<file path="config.mk">
export PLATFORM = sky130hd
export DESIGN_NAME = fifo_stream_reader
export DESIGN_NICKNAME = d
export VERILOG_FILES = /design/src/rtl/fifo_stream_reader.sv
export SDC_FILE = /design/constraint.sdc
export NUM_CORES = 1
export LEC_CHECK = 0
export ABC_AREA = 1
export BUFFER_PORTS_ARGS = -buffer_cell sky130_fd_sc_hd__buf_4
export CAP_MARGIN = 20
export CORE_MARGIN = 10
export CORE_UTILIZATION = 49
export CTS_BUF_LIST = sky130_fd_sc_hd__clkbuf_4 sky130_fd_sc_hd__clkbuf_8 sky130_fd_sc_hd__clkbuf_16
export DETAILED_ROUTE_END_ITERATION = 8
export PLACE_DENSITY = 0.79
export SYNTH_ARGS = -nofsm -noshare
export SYNTH_HDL_FRONTEND = slang
export SYNTH_SLANG_ARGS = --single-unit
</file>
<file path="constraint.sdc">
create_clock -name clk -period 1.7 [get_ports clk]
set_input_delay 0.34 -clock clk [delete_from_list [all_inputs] [get_ports clk]]
set_output_delay 0.34 -clock clk [all_outputs]
set_load 0.02 [all_outputs]
</file>
<file path="src/rtl/fifo_stream_reader.sv">
// -----------------------------------------------------------------------------
// fifo_stream_reader
//
// Drain side for the show-ahead sync FIFO. Words are popped through the FIFO's
// rd_en/empty/dout interface and presented downstream as a registered
// valid/ready stream. A two-entry skid buffer (main + skid) keeps one word per
// cycle flowing under backpressure while fifo_rd_en depends only on registered
// state, fifo_empty, flush and rst_b (never on m_ready). The stream is framed
// into bursts of BURST_LEN beats, with m_last marking the final beat.
//
// Parameters:
//   DSIZE      data word width, must match the FIFO
//   BURST_LEN  accepted beats per burst (>= 1)
//
// Ports:
//   clk          clock
//   rst_b        asynchronous active-low reset
//   fifo_dout    FIFO head word, valid whenever fifo_empty = 0
//   fifo_empty   FIFO empty flag
//   fifo_rd_en   pop strobe, FIFO advances on the clk edge where it is 1
//   flush        synchronous clear of held words and beat counter
//   m_data       stream data (registered)
//   m_valid      stream valid (registered)
//   m_ready      downstream ready
//   m_last       last beat of the current burst
//   stall_cycles saturating count of cycles with m_valid & ~m_ready
//
// Optional build macro:
//   FIFO_READER_STATS_EN  builds the stall_cycles counter; when undefined the
//                         port is tied to zero and no counter exists.
// -----------------------------------------------------------------------------
module fifo_stream_reader #(
  parameter int DSIZE     = 8,
  parameter int BURST_LEN = 4
) (
  input  logic             clk,
  input  logic             rst_b,
  input  logic [DSIZE-1:0] fifo_dout,
  input  logic             fifo_empty,
  output logic             fifo_rd_en,
  input  logic             flush,
  output logic [DSIZE-1:0] m_data,
  output logic             m_valid,
  input  logic             m_ready,
  output logic             m_last,
  output logic [15:0]      stall_cycles
);

  localparam int CW = (BURST_LEN > 1) ? $clog2(BURST_LEN) : 1;
  localparam logic [CW-1:0] LAST_BEAT = CW'(BURST_LEN - 1);

  // State encodes how many words are currently held.
  typedef enum logic [1:0] {
    EMPTY = 2'd0,
    ONE   = 2'd1,
    TWO   = 2'd2
  } state_t;

  state_t           state_q, state_d;
  logic [DSIZE-1:0] main_q, main_d;
  logic [DSIZE-1:0] skid_q, skid_d;
  logic [CW-1:0]    beat_q, beat_d;

  logic pop;
  logic accept;

  // The pop strobe deliberately excludes m_ready: when both entries are full
  // the FIFO is simply not read, so there is no ready-to-rd_en timing path.
  // rst_b is folded in so the strobe drops the instant reset asserts.
  assign fifo_rd_en = rst_b & ~fifo_empty & ~flush & (state_q != TWO);
  assign pop        = fifo_rd_en;
  assign accept     = m_valid & m_ready;

  assign m_valid = (state_q != EMPTY);
  assign m_data  = main_q;
  assign m_last  = m_valid & (beat_q == LAST_BEAT);

  // Next-state logic. Flush wins over everything; an accept in the flush
  // cycle still completes downstream but is not counted as a beat.
  always_comb begin
    state_d = state_q;
    main_d  = main_q;
    skid_d  = skid_q;
    beat_d  = beat_q;

    if (flush) begin
      state_d = EMPTY;
      beat_d  = '0;
    end else begin
      case (state_q)
        EMPTY: begin
          if (pop) begin
            main_d  = fifo_dout;
            state_d = ONE;
          end
        end
        ONE: begin
          if (accept && pop) begin
            main_d = fifo_dout;
          end else if (accept) begin
            state_d = EMPTY;
          end else if (pop) begin
            // Word popped while downstream stalls: park it behind main.
            skid_d  = fifo_dout;
            state_d = TWO;
          end
        end
        TWO: begin
          if (accept) begin
            main_d  = skid_q;
            state_d = ONE;
          end
        end
        default: begin
          state_d = EMPTY;
        end
      endcase

      if (accept) begin
        beat_d = (beat_q == LAST_BEAT) ? '0 : beat_q + CW'(1);
      end
    end
  end

  // Holding registers and beat counter.
  always_ff @(posedge clk or negedge rst_b) begin
    if (!rst_b) begin
      state_q <= EMPTY;
      main_q  <= '0;
      skid_q  <= '0;
      beat_q  <= '0;
    end else begin
      state_q <= state_d;
      main_q  <= main_d;
      skid_q  <= skid_d;
      beat_q  <= beat_d;
    end
  end

`ifdef FIFO_READER_STATS_EN
  logic [15:0] stall_q, stall_d;

  // Saturating backpressure counter, cleared by flush.
  always_comb begin
    stall_d = stall_q;
    if (flush) begin
      stall_d = '0;
    end else if (m_valid && !m_ready && (stall_q != 16'hFFFF)) begin
      stall_d = stall_q + 16'd1;
    end
  end

  always_ff @(posedge clk or negedge rst_b) begin
    if (!rst_b) begin
      stall_q <= '0;
    end else begin
      stall_q <= stall_d;
    end
  end

  assign stall_cycles = stall_q;
`else
  assign stall_cycles = 16'h0000;
`endif

endmodule

</file>
Word level (Yosys, flattened, before mapping)
Index checks and enable logic that the tools add are counted.
W data, S select, Z words.
Cells by class
  add/sub/neg operators: 1
  equality and inequality tests: 11
  muxes and demuxes: 14
  bitwise operators: 9
  reductions and logical operators: 8
Operators with widths (number)
  $mux W8: 3
  $pmux W8 S3: 1
  $mux W2: 9
  $reduce_and A5 Y1: 2
  $ne A3 B3 Y1 const B: 3
  $ne A2 B2 Y1 const B: 4
  $pmux W2 S3: 1
  $and A1 B1 Y1: 5
  $eq A2 B2 Y1 const B: 2
  $ne A4 B4 Y1 const B: 1
  $not A1 Y1: 4
  $reduce_and A4 Y1: 1
  $reduce_bool A2 Y1: 2
  $reduce_bool A3 Y1: 1
  $add A2 B1 Y2 const B: 1
  $eq A2 B1 Y1 const B: 1
  $logic_not A2 Y1: 1
  $logic_and A1 B1 Y1: 1
Storage, ports and cells
  flip-flop bits (word level): 20
  bits of input ports: 13
  output and inout bits: 27
  logic and storage cells: 47

Longest topological paths before layout
Gate-level depths: netlist (run 1).
  word-level depth: 9
  gate-level depth with buffers: 8
  mapped depth without buffers: 8

Worst setup path before layout (run 1)
Ideal clock, no wire load.
  path kind: reg2out
  from: register state_q[0]
  to: output fifo_rd_en
  arrival time: 1.004 ns
  data required time: 1.360 ns
  path slack: 0.356 ns
  stages on the path, launching flop included: 6
  path buffers: 1
  cells stage by stage: dfrtp_1 -> buf_6 -> inv_1 -> nand2_2 -> nand3_1 -> nor2_1
On the way
  cells in the longest elaborated chain, start to end: 2
RTL lines
  start, declared: RTL line 59  | state_t state_q, state_d;
  start signal, assigned: RTL line 133  | state_q <= state_d;
  $ne A2 B2 Y1: RTL line 70  | assign fifo_rd_en = rst_b & ~fifo_empty & ~flush & (state_q != TWO);
  $and A1 B1 Y1: RTL line 70
  end, declared: RTL line 40  | output logic fifo_rd_en,
Every way passes these cells.

Final worst setup path (run 1)
  from: register state_q[0]
  to: output m_last
On the way
  cells in the longest elaborated chain, start to end: 2
RTL lines
  $reduce_bool A2 Y1: RTL line 74  | assign m_valid = (state_q != EMPTY);
  $and A1 B1 Y1: RTL line 76  | assign m_last = m_valid & (beat_q == LAST_BEAT);
  end, declared: RTL line 45  | output logic m_last,
Every way passes these cells.

==> impl_metrics.toml, run 1 <==
[grt]
grt-ovfl-total = 0
grt_pass1_wl_mm = 4.04
grt_use_total = 0.110
grt_max_degree = 18
antenna_found_initial = 0
grt_pass1_vias = 953

[clock_tree]
cts_tree = "done"
clk_latency_ns = 0.29
clock_path_buffers = 2
htree_levels = 1
cts_buffers = 3
cts_root_buffer = "clkbuf_4"
path_clk_slew_ns = 0.10
cts.sinks = 20

[drt]
vias = 961
first_pass_iters = 4
ant_nets = 0
drc_errors = 0
drt-initial-drc-count = 42
drt-vias-per-instance = 4.78
avgRoutedWirePerCell_um = 12.3
drt_wl_total_mm = 2.47

[floorplanning]
die_y_um = 68.4
die_w_um = 68.4
die-area_um2 = 4680
core_um2 = 2210
num_rows = 17
ios = 40
start_util = 0.519

[sta]
fin_hold_ws_ns = 0.298
fin_tns_setup_ns = 0
fin_skew_ns = 0.00426
rsz0062_at_grt = "false"
setup_viol = 0
final_hold_viol_count = 0
finalCritPeriodShare = 0.929
finalMaxSlewViolations = 0
setup_ws_ns = 0.120
finalCriticalPeriod_ns = 1.58
fmax_mhz = 633

[synth]
synth_top_family_by_area = "simple AND/OR/NAND/NOR gates"
syn_area_um2 = 1150
netlist_instances = 144
yosys.area_share.simple = 0.266
ys_seq_area_frac = 0.436
synthMuxAreaShare = 0
synth_area_per_cell_um2 = 7.98
synth-seq-cells = 20
synth_warnings = 0
synth_compound_area_frac = 0.0969
synth_cell_types = 21
synthAdderAreaFrac = 0.0109
synth_xor_area_frac = 0

[critical_path]
crit_required_ns = 1.36
cp.arrival_ns = 1.24
critPathMaxFanout = 5
crit_type = "reg2out"
r2r_slack_ns = 0.33
setup.worst_path.start_class = "flop"
end_kind = "output pin"

[power]
powerDensity_nw_per_um2 = 1110
p_total_w = 0.00150
ir_drop_v = 0.000643
p_leak_nw = 0.758

[place]
gp_congestion = 0.743
io_buffers = 23
dpl.hpwl_mm = 1.99
placed_area_um2 = 1280
place_ws_ns = 0.139

[outcome]
status = "complete, no violations"

[final_layout]
n_antenna_cell = 0
syn2layout_area_growth_pct = 17.2
finalInstanceArea_um2 = 1350
drive_above_1_share = 0.249
nets = 189

[worst_hold_path]
hold_path.class = "in2reg"

[flow_run]
max_cap_violations = 0
final timing paths:
path / from / endpoint / depth (start not counted)
worst max-delay path: state_q[0] / m_last / 4
worst min-delay path: fifo_dout[5] / skid_q[5] / 3
worst max register to register: state_q[1] / m_data[4] / 8
worst min register to register: m_data[0] / m_data[0] / 2
max in group asynchronous: rst_b / beat_q[1] / 2
min in group asynchronous: rst_b / skid_q[5] / 2
layout by cell type (no fill, tap or decap):
cell type and instances:
o21ai_0 8, nor2_1 11, clkbuf_4 3, nand4_1 2
nand4_2 1, o21ai_1 3, nor2_4 1, dfrtp_1 19
inv_2 1, a21oi_1 8, nand2_2 4, dfrtp_2 1
conb_1 16, dlygate4sd3_1 2, nor2_2 2, a21oi_4 1
buf_4 28, nand2_4 1, nand2_1 29, inv_1 17
ha_1 1, nand3_1 14
worst max-delay path, cell delays in order, from the launching register on:
cell and delay (ns):
dfrtp_2 0.42, buf_4 0.16, nor2_4 0.16, nor2_1 0.06, buf_4 0.15
flip-flops by register name (all words and copies together) (netlist names):
name and count:
state_q 2, beat_q 2, m_data 8, skid_q 8
power breakdown:
part | switching, W | internal, W
sequential | 0.0000644 | 0.000622
clock | 0.000131 | 0.0000825
combinational | 0.000364 | 0.000233
final cells by class:
cell class                      instances  area [um^2]
Multi-Input combinational cell        102          489
Clock buffer                            3         22.5
Fill cell                             201          866
Tap cell                               28         35.0
Timing Repair Buffer                   30          230
Sequential cell                        20          502
Inverter                               18         67.6
per-layer routing:
metal  GRT usage  part of all wire  routed length (um)
met2       0.181              0.50                1230
met4      0.0402            0.0028                   7
met3      0.0343             0.083                 206
met5           0                 0                   0
met1       0.130              0.41                1020
kinds of logic (layout without fill, tap and decap cells):
kind of cell,Yosys count,in the layout
AOI/OAI and AO/OA,20,20
adders and majority gates,1,1
DFF,20,20
other,1,16
and+or+nand+nor,65,65
buffers and inverters,37,51
synthesized netlist by cell type:
master	n	area [um^2]
buf_4	16	120
dfrtp_1	20	500
conb_1	1	3.75
o21ai_0	8	40.0
a21oi_1	8	40.0
nand2_4	1	11.3
ha_1	1	12.5
inv_1	17	63.8
nor2_4	1	11.3
buf_6	2	22.5
buf_2	1	5.00
nand4_1	2	12.5
nand3_1	14	70.1
a21oi_4	1	16.3
nand2_2	4	25.0
o21ai_1	3	15.0
nor2_1	11	41.3
nand4_2	1	12.5
nor2_2	2	12.5
nand2_1	29	109
inv_2	1	3.75
per-stage QoR:
| step | cells | utilization |
|---|---|---|
| final | 201 | 0.609 |
| after global routing | 201 | 0.609 |
| after CTS | 198 | 0.598 |
| after detailed placement | 193 | 0.579 |
| after global placement | 193 | 0.579 |
| after floorplan | 159 | - |
timing repair:
| item | CTS | global route |
|---|---|---|
| resized for setup | 1 | 0 |
| hold buffers | 2 | 0 |
| endpoints found under the hold margin | 8 | 0 |
| buffers inserted | 0 | 3 |
| setup endpoints to repair | 1 | 1 |
Power figures use the tool's default switching activity.
==> inputs of run 2 (changes only) <==
Settings changed: ABC_AREA 1 to default, CORE_UTILIZATION 49 to 50, CTS_BUF_LIST sky130_fd_sc_hd__clkbuf_4 sky130_fd_sc_hd__clkbuf_8 sky130_fd_sc_hd__clkbuf_16 to sky130_fd_sc_hd__clkbuf_8, PLACE_DENSITY 0.79 to 0.81.
==> run 2 against run 1 <==
  * Critical path depth rose by 2
  * Setup slack got worse by 0.098 ns
  * Maximum frequency fell by 5.8%
  * Wire length fell by 0.73%
  * Critical path type is now reg2reg
  * Largest cell class is now multi-input gates
  * Highest routed layer unchanged
==> impl_metrics.toml, run 2 <==
[critical_path]
cpMaxStageDelayCell = "or4b_4"
cp.arrival_ns = 1.87
rr_startpoint = "state_q[1]"
reg2reg_depth = 6
end_kind = "flop"
cp-endpoint = "m_data[0]"
timing.rr.end = "m_data[0]"
crit_family = "simple AND/OR/NAND/NOR gates"
worstSetupPathDepth = 6
r2r_slack_ns = 0.02
critPathMaxFanout = 8
crit_chain = "buf_4 > or4b_4 > a31oi_4 > buf_12 > nor2_2 > a21oi_1"
max_stage_delay_ns = 0.52
crit_type = "reg2reg"
crit_required_ns = 1.89
crit_buf_inv = 2
setup.worst_path.start_class = "flop"
crit_start = "state_q[1]"

[power]
p_seq_frac = 0.415
p_leak_nw = 0.658
p_switching_w = 0.000421
ir_drop_v = 0.000861
p_sw_frac = 0.288
clkPwrFrac = 0.333
p_int_w = 0.00104
combPwrFrac = 0.252
powerDensity_nw_per_um2 = 1040

[drt]
vias = 772
routed.top_layer = "met4"
drc_errors = 0
wl_met3_um = 239
dr_wl_met2_mm = 1.18
first_pass_iters = 2
avgRoutedWirePerCell_um = 15.8
drt-vias-per-instance = 4.98
drt_wl_total_mm = 2.45
wl_met1_mm = 1.00
ant_nets = 0
drt-initial-drc-count = 13

[final_layout]
syn2layout_area_growth_pct = 30.0
layout_commonest_cell = "buf_4"
finalInstanceArea_um2 = 1410
fillers = 151
drive_above_1_share = 0.477
n_antenna_cell = 0
layout_common_cells = "buf_4 (26), dfrtp_1 (20), conb_1 (16)"
nets = 143

[place]
io_buffers = 23
dpl.hpwl_mm = 1.79
placed_area_um2 = 1250
gp_congestion = 0.832

[sta]
fin_skew_ns = 0.00299
finalCritPeriodShare = 0.987
fin_tns_setup_ns = 0
rsz0062_at_grt = "true"
finalCriticalPeriod_ns = 1.68
final_hold_viol_count = 0
finalMaxSlewViolations = 0
setup_viol = 0
fmax_mhz = 596

[synth]
synth_edf_count = 0
synth_cell_types = 26
synth_area_per_cell_um2 = 11.1
synth.most_common_cell = "dfrtp_1"
async_reset_ff_frac = 1.00
synth_area_leaders = "dfrtp_1 (46%), buf_4 (11%), mux2i_1 (8.3%)"
yosysTopAreaCellShare = 0.463
synth_commonest_cells = "dfrtp_1 (20), buf_4 (16), nor2_1 (11)"
synth-seq-cells = 20
netlist_instances = 97
synth_top_area_cell = "dfrtp_1"
synth_warnings = 0
ys_seq_area_frac = 0.463
syn_area_um2 = 1080
synth_ff_type = "dfrtp_1"

[floorplanning]
die_y_um = 66.5
start_util = 0.540
num_rows = 16
die_w_um = 66.5
die-area_um2 = 4420
ios = 40
core_um2 = 2000

[clock_tree]
cts.sinks = 20
cts_buffers = 3
clock_path_buffers = 2
clk_latency_ns = 0.26
htree_levels = 1
cts_tree = "done"
path_clk_slew_ns = 0.08
ctsHoldBuffers = 0
cts_root_buffer = "clkbuf_8"

[outcome]
status = "complete, no violations"

[grt]
antenna_found_initial = 0
grt_pass1_wl_mm = 3.64
grt_max_degree = 17
grt_use_total = 0.106
grt_pass1_vias = 817
grt-ovfl-total = 0

[worst_hold_path]
hold_path.class = "in2async"

[flow_run]
max_cap_violations = 0
==> run 2: changes by cell type after synthesis, moves of 2 or more <==
| cell | change |
|---|---|
| nand3_1 | -13 |
| nand4_1 | -2 |
| nor3_1 | +3 |
| nand2_2 | -4 |
| mux2i_1 | +9 |
| inv_1 | -17 |
| mux2_2 | +8 |
| o21ai_0 | -7 |
| o21ai_1 | -3 |
| nand2_1 | -29 |
| a21oi_2 | +2 |
==> run 2: power groups by stage <==
stage | Sequential, W | Clock (W) | Combinational [W]
finish | 0.000607 | 0.000486 | 0.000368
floorplan | 0.000653 | 0 | 0.000180
global placement | 0.000605 | 0 | 0.000331
CTS | 0.000603 | 0.000484 | 0.000348
global route | 0.000617 | 0.000510 | 0.000397
detailed placement | 0.000609 | 0 | 0.000342
==> run 2: routing by layer <==
layer,global-route usage,up-vias
met4,0.0471,0
met3,0.0552,2
li1,-,361
met2,0.185,26
met1,0.102,383
met5,0,-
==> run 2: metrics by stage <==
step | instances | hold WS [ns] | total power, W | setup WS, ns | utilization
detailed placement | 149 | 0.299 | 0.000951 | 0.0710 | 0.627
CTS | 155 | 0.0221 | 0.00143 | 0.0142 | 0.678
floorplan | 112 | 0.0444 | 0.000832 | 0.0123 | -
global route | 155 | 0.0197 | 0.00152 | -0.0370 | 0.702
finish | 155 | 0.0147 | 0.00146 | 0.0223 | 0.702
global placement | 149 | 0.287 | 0.000936 | 0.144 | 0.627
==> run 2: worst reg2reg max path: stages, from the launching register on <==
cell and delay, ns:
dfrtp_1 0.39, buf_4 0.13, or4b_4 0.52, a31oi_4 0.24
buf_12 0.18, nor2_2 0.04, a21oi_1 0.11
==> run 2: worst min path at each step <==
stage / cells past startpoint / to / slack (ns)
global placement: 2 / state_q[0] / 0.29
floorplan: 0 / beat_q[0] / 0.04
CTS: 2 / beat_q[0] / 0.02
detailed placement: 2 / state_q[0] / 0.30
finish: 2 / skid_q[6] / 0.01
global route: 2 / m_data[2] / 0.02
==> run 2: final cells by class <==
cell class              count  area [um^2]  area share
multi-input cells          73          526       0.374
flip-flops and latches     20          500       0.356
repair buffers             31          274       0.195
clock buffers               3         41.3      0.0294
well taps                  27         33.8      0.0240
clock inverters             1         30.0      0.0214
==> run 2: timing repair <==
| item | CTS | global route |
|---|---|---|
| setup buffers | 2 | 0 |
| gates resized for setup | 5 | 10 |
| cloned | 0 | 1 |
| endpoints found under the hold margin | 0 | 0 |
| pin swaps | 0 | 2 |
| setup endpoints to repair | 1 | 7 |
==> run 2: kinds of logic (layout without fill, tap and decap cells) <==
| group | after synthesis | after routing | synth area share |
|---|---|---|---|
| other | 1 | 16 | 0.00347 |
| buffers and inverters | 19 | 35 | 0.135 |
| adder cells (fa/ha/maj) | 1 | 1 | 0.0116 |
| multiplexers | 17 | 17 | 0.167 |
| AND/OR/NAND/NOR | 25 | 25 | 0.130 |
| flip-flops | 20 | 20 | 0.463 |
| AO/OA/AOI/OAI | 14 | 14 | 0.0903 |
==> inputs of run 3 (changes only) <==
Settings changed: REMOVE_ABC_BUFFERS from default to 1.
==> run 3 against run 2 <==
  * First-iteration DRC count is 150% higher
  * Maximum frequency is essentially flat
  * Non-clock buffer count up 4
  * Critical path depth is 2 lower
  * Critical endpoint is now m_last
  * Wire length decreased by 0.86%
  * Via count rose by 1.4%
  * Clock skew grew 0.0050 ns
  * Die area unchanged
  * Largest power group unchanged
  * Core utilization fell by 0.062 points
==> impl_metrics.toml, run 3 (synthesized netlist as in run 2, its figures left out) <==
[sta]
final_hold_viol_count = 0
fin_skew_ns = 0.00803
finalCritPeriodShare = 0.986
finalMaxSlewViolations = 0
fin_hold_ws_ns = 0.0254
finalCriticalPeriod_ns = 1.68
fmax_mhz = 597
rsz0062_at_grt = "true"
setup_ws_ns = 0.0237
setup_viol = 0

[clock_tree]
clk_latency_ns = 0.26
htree_levels = 1
cts_buffers = 3
clock_path_buffers = 2
cts_tree = "done"
cts_root_buffer = "clkbuf_8"
path_clk_slew_ns = 0.08
cts.sinks = 20

[final_layout]
layout_commonest_cell = "buf_4"
n_antenna_cell = 0
nets = 147
utilization = 0.701
layout_common_cells = "buf_4 (27), dfrtp_1 (19), conb_1 (16)"
drive_above_1_share = 0.432
fillers = 163
syn2layout_area_growth_pct = 29.9

[drt]
vias = 783
drt-vias-per-instance = 4.92
avgRoutedWirePerCell_um = 15.3
ant_nets = 0
first_pass_iters = 3
drt-initial-drc-count = 32
drc_errors = 0
drt_wl_total_mm = 2.43

[critical_path]
crit_required_ns = 1.36
cp.arrival_ns = 1.34
cpMaxStageDelayCell = "dfrtp_1"
crit_type = "reg2out"
max_stage_delay_ns = 0.40
setup.worst_path.start_class = "flop"
crit_chain = "buf_6 > or2_2 > and2_4 > buf_6"
crit_buf_inv = 2
cpMostUsedCell = "buf_6"
end_kind = "output pin"
critPathMaxFanout = 2
crit_family = "simple AND/OR/NAND/NOR gates"

[grt]
grt_use_total = 0.104
grt_pass1_vias = 807
grt-ovfl-total = 0
antenna_found_initial = 0
grt_pass1_wl_mm = 3.73
grt_max_degree = 17

[place]
place_ws_ns = 0.0789
dpl.hpwl_mm = 1.71
gp_congestion = 0.714
io_buffers = 23

[floorplanning]
die-area_um2 = 4420
die_y_um = 66.5
start_util = 0.540
core_um2 = 2000
ios = 40
num_rows = 16
die_w_um = 66.5

[power]
p_leak_nw = 0.671
powerDensity_nw_per_um2 = 948
ir_drop_v = 0.000653
p_total_w = 0.00133

[flow_run]
max_cap_violations = 0

[outcome]
status = "complete, no violations"

[worst_hold_path]
hold_path.class = "in2async"
[run 3: where the power goes]
group	switching, W	internal [W]	total (W)
Clock	0.000158	0.000206	0.000364
Combinational	0.000194	0.000173	0.000368
Sequential	0.0000435	0.000556	0.000600
Total	0.000395	0.000936	0.00133
[run 3: path summary, 6_finish.rpt]
| kind | start | slack (ns) | end | cells past startpoint |
|---|---|---|---|---|
| min in group clk | m_ready | 0.29 | state_q[1] | 2 |
| min | rst_b | 0.03 | m_data[0] | 2 |
| max reg2reg | state_q[0] | 0.05 | m_data[4] | 6 |
| min reg2reg | skid_q[7] | 0.51 | skid_q[7] | 1 |
| max | state_q[0] | 0.02 | m_last | 4 |
| max in group asynchronous | rst_b | 1.01 | m_data[2] | 3 |
[run 3: cell type report]
class | count | area (um^2) | area share
sequential | 20 | 502 | 0.357
multi-input combinational | 73 | 499 | 0.356
timing repair buffer | 35 | 314 | 0.224
clock buffer | 4 | 55.1 | 0.0392
tap | 27 | 33.8 | 0.0241
[run 3: what timing repair did]
item,CTS,global route
endpoints found under the hold margin,7,0
hold buffers,1,0
endpoints found under the setup margin,1,7
gates cloned,0,1
setup buffers,3,2
pin swaps,0,2
gates resized for setup,1,8
[run 3: routing by layer]
layer / global-route usage / part of all wire
met5: 0 / 0
met4: 0.0314 / 0.0021
met3: 0.0435 / 0.074
met2: 0.167 / 0.50
met1: 0.122 / 0.42
[run 3: metrics by stage]
stage                     TNS [ns]  cells  cell area, um^2
after floorplan                  0     93              991
after global placement           0    149             1250
after detailed placement         0    149             1250
after CTS                        0    156             1340
after global routing        -0.135    159             1400
final                            0    159             1400
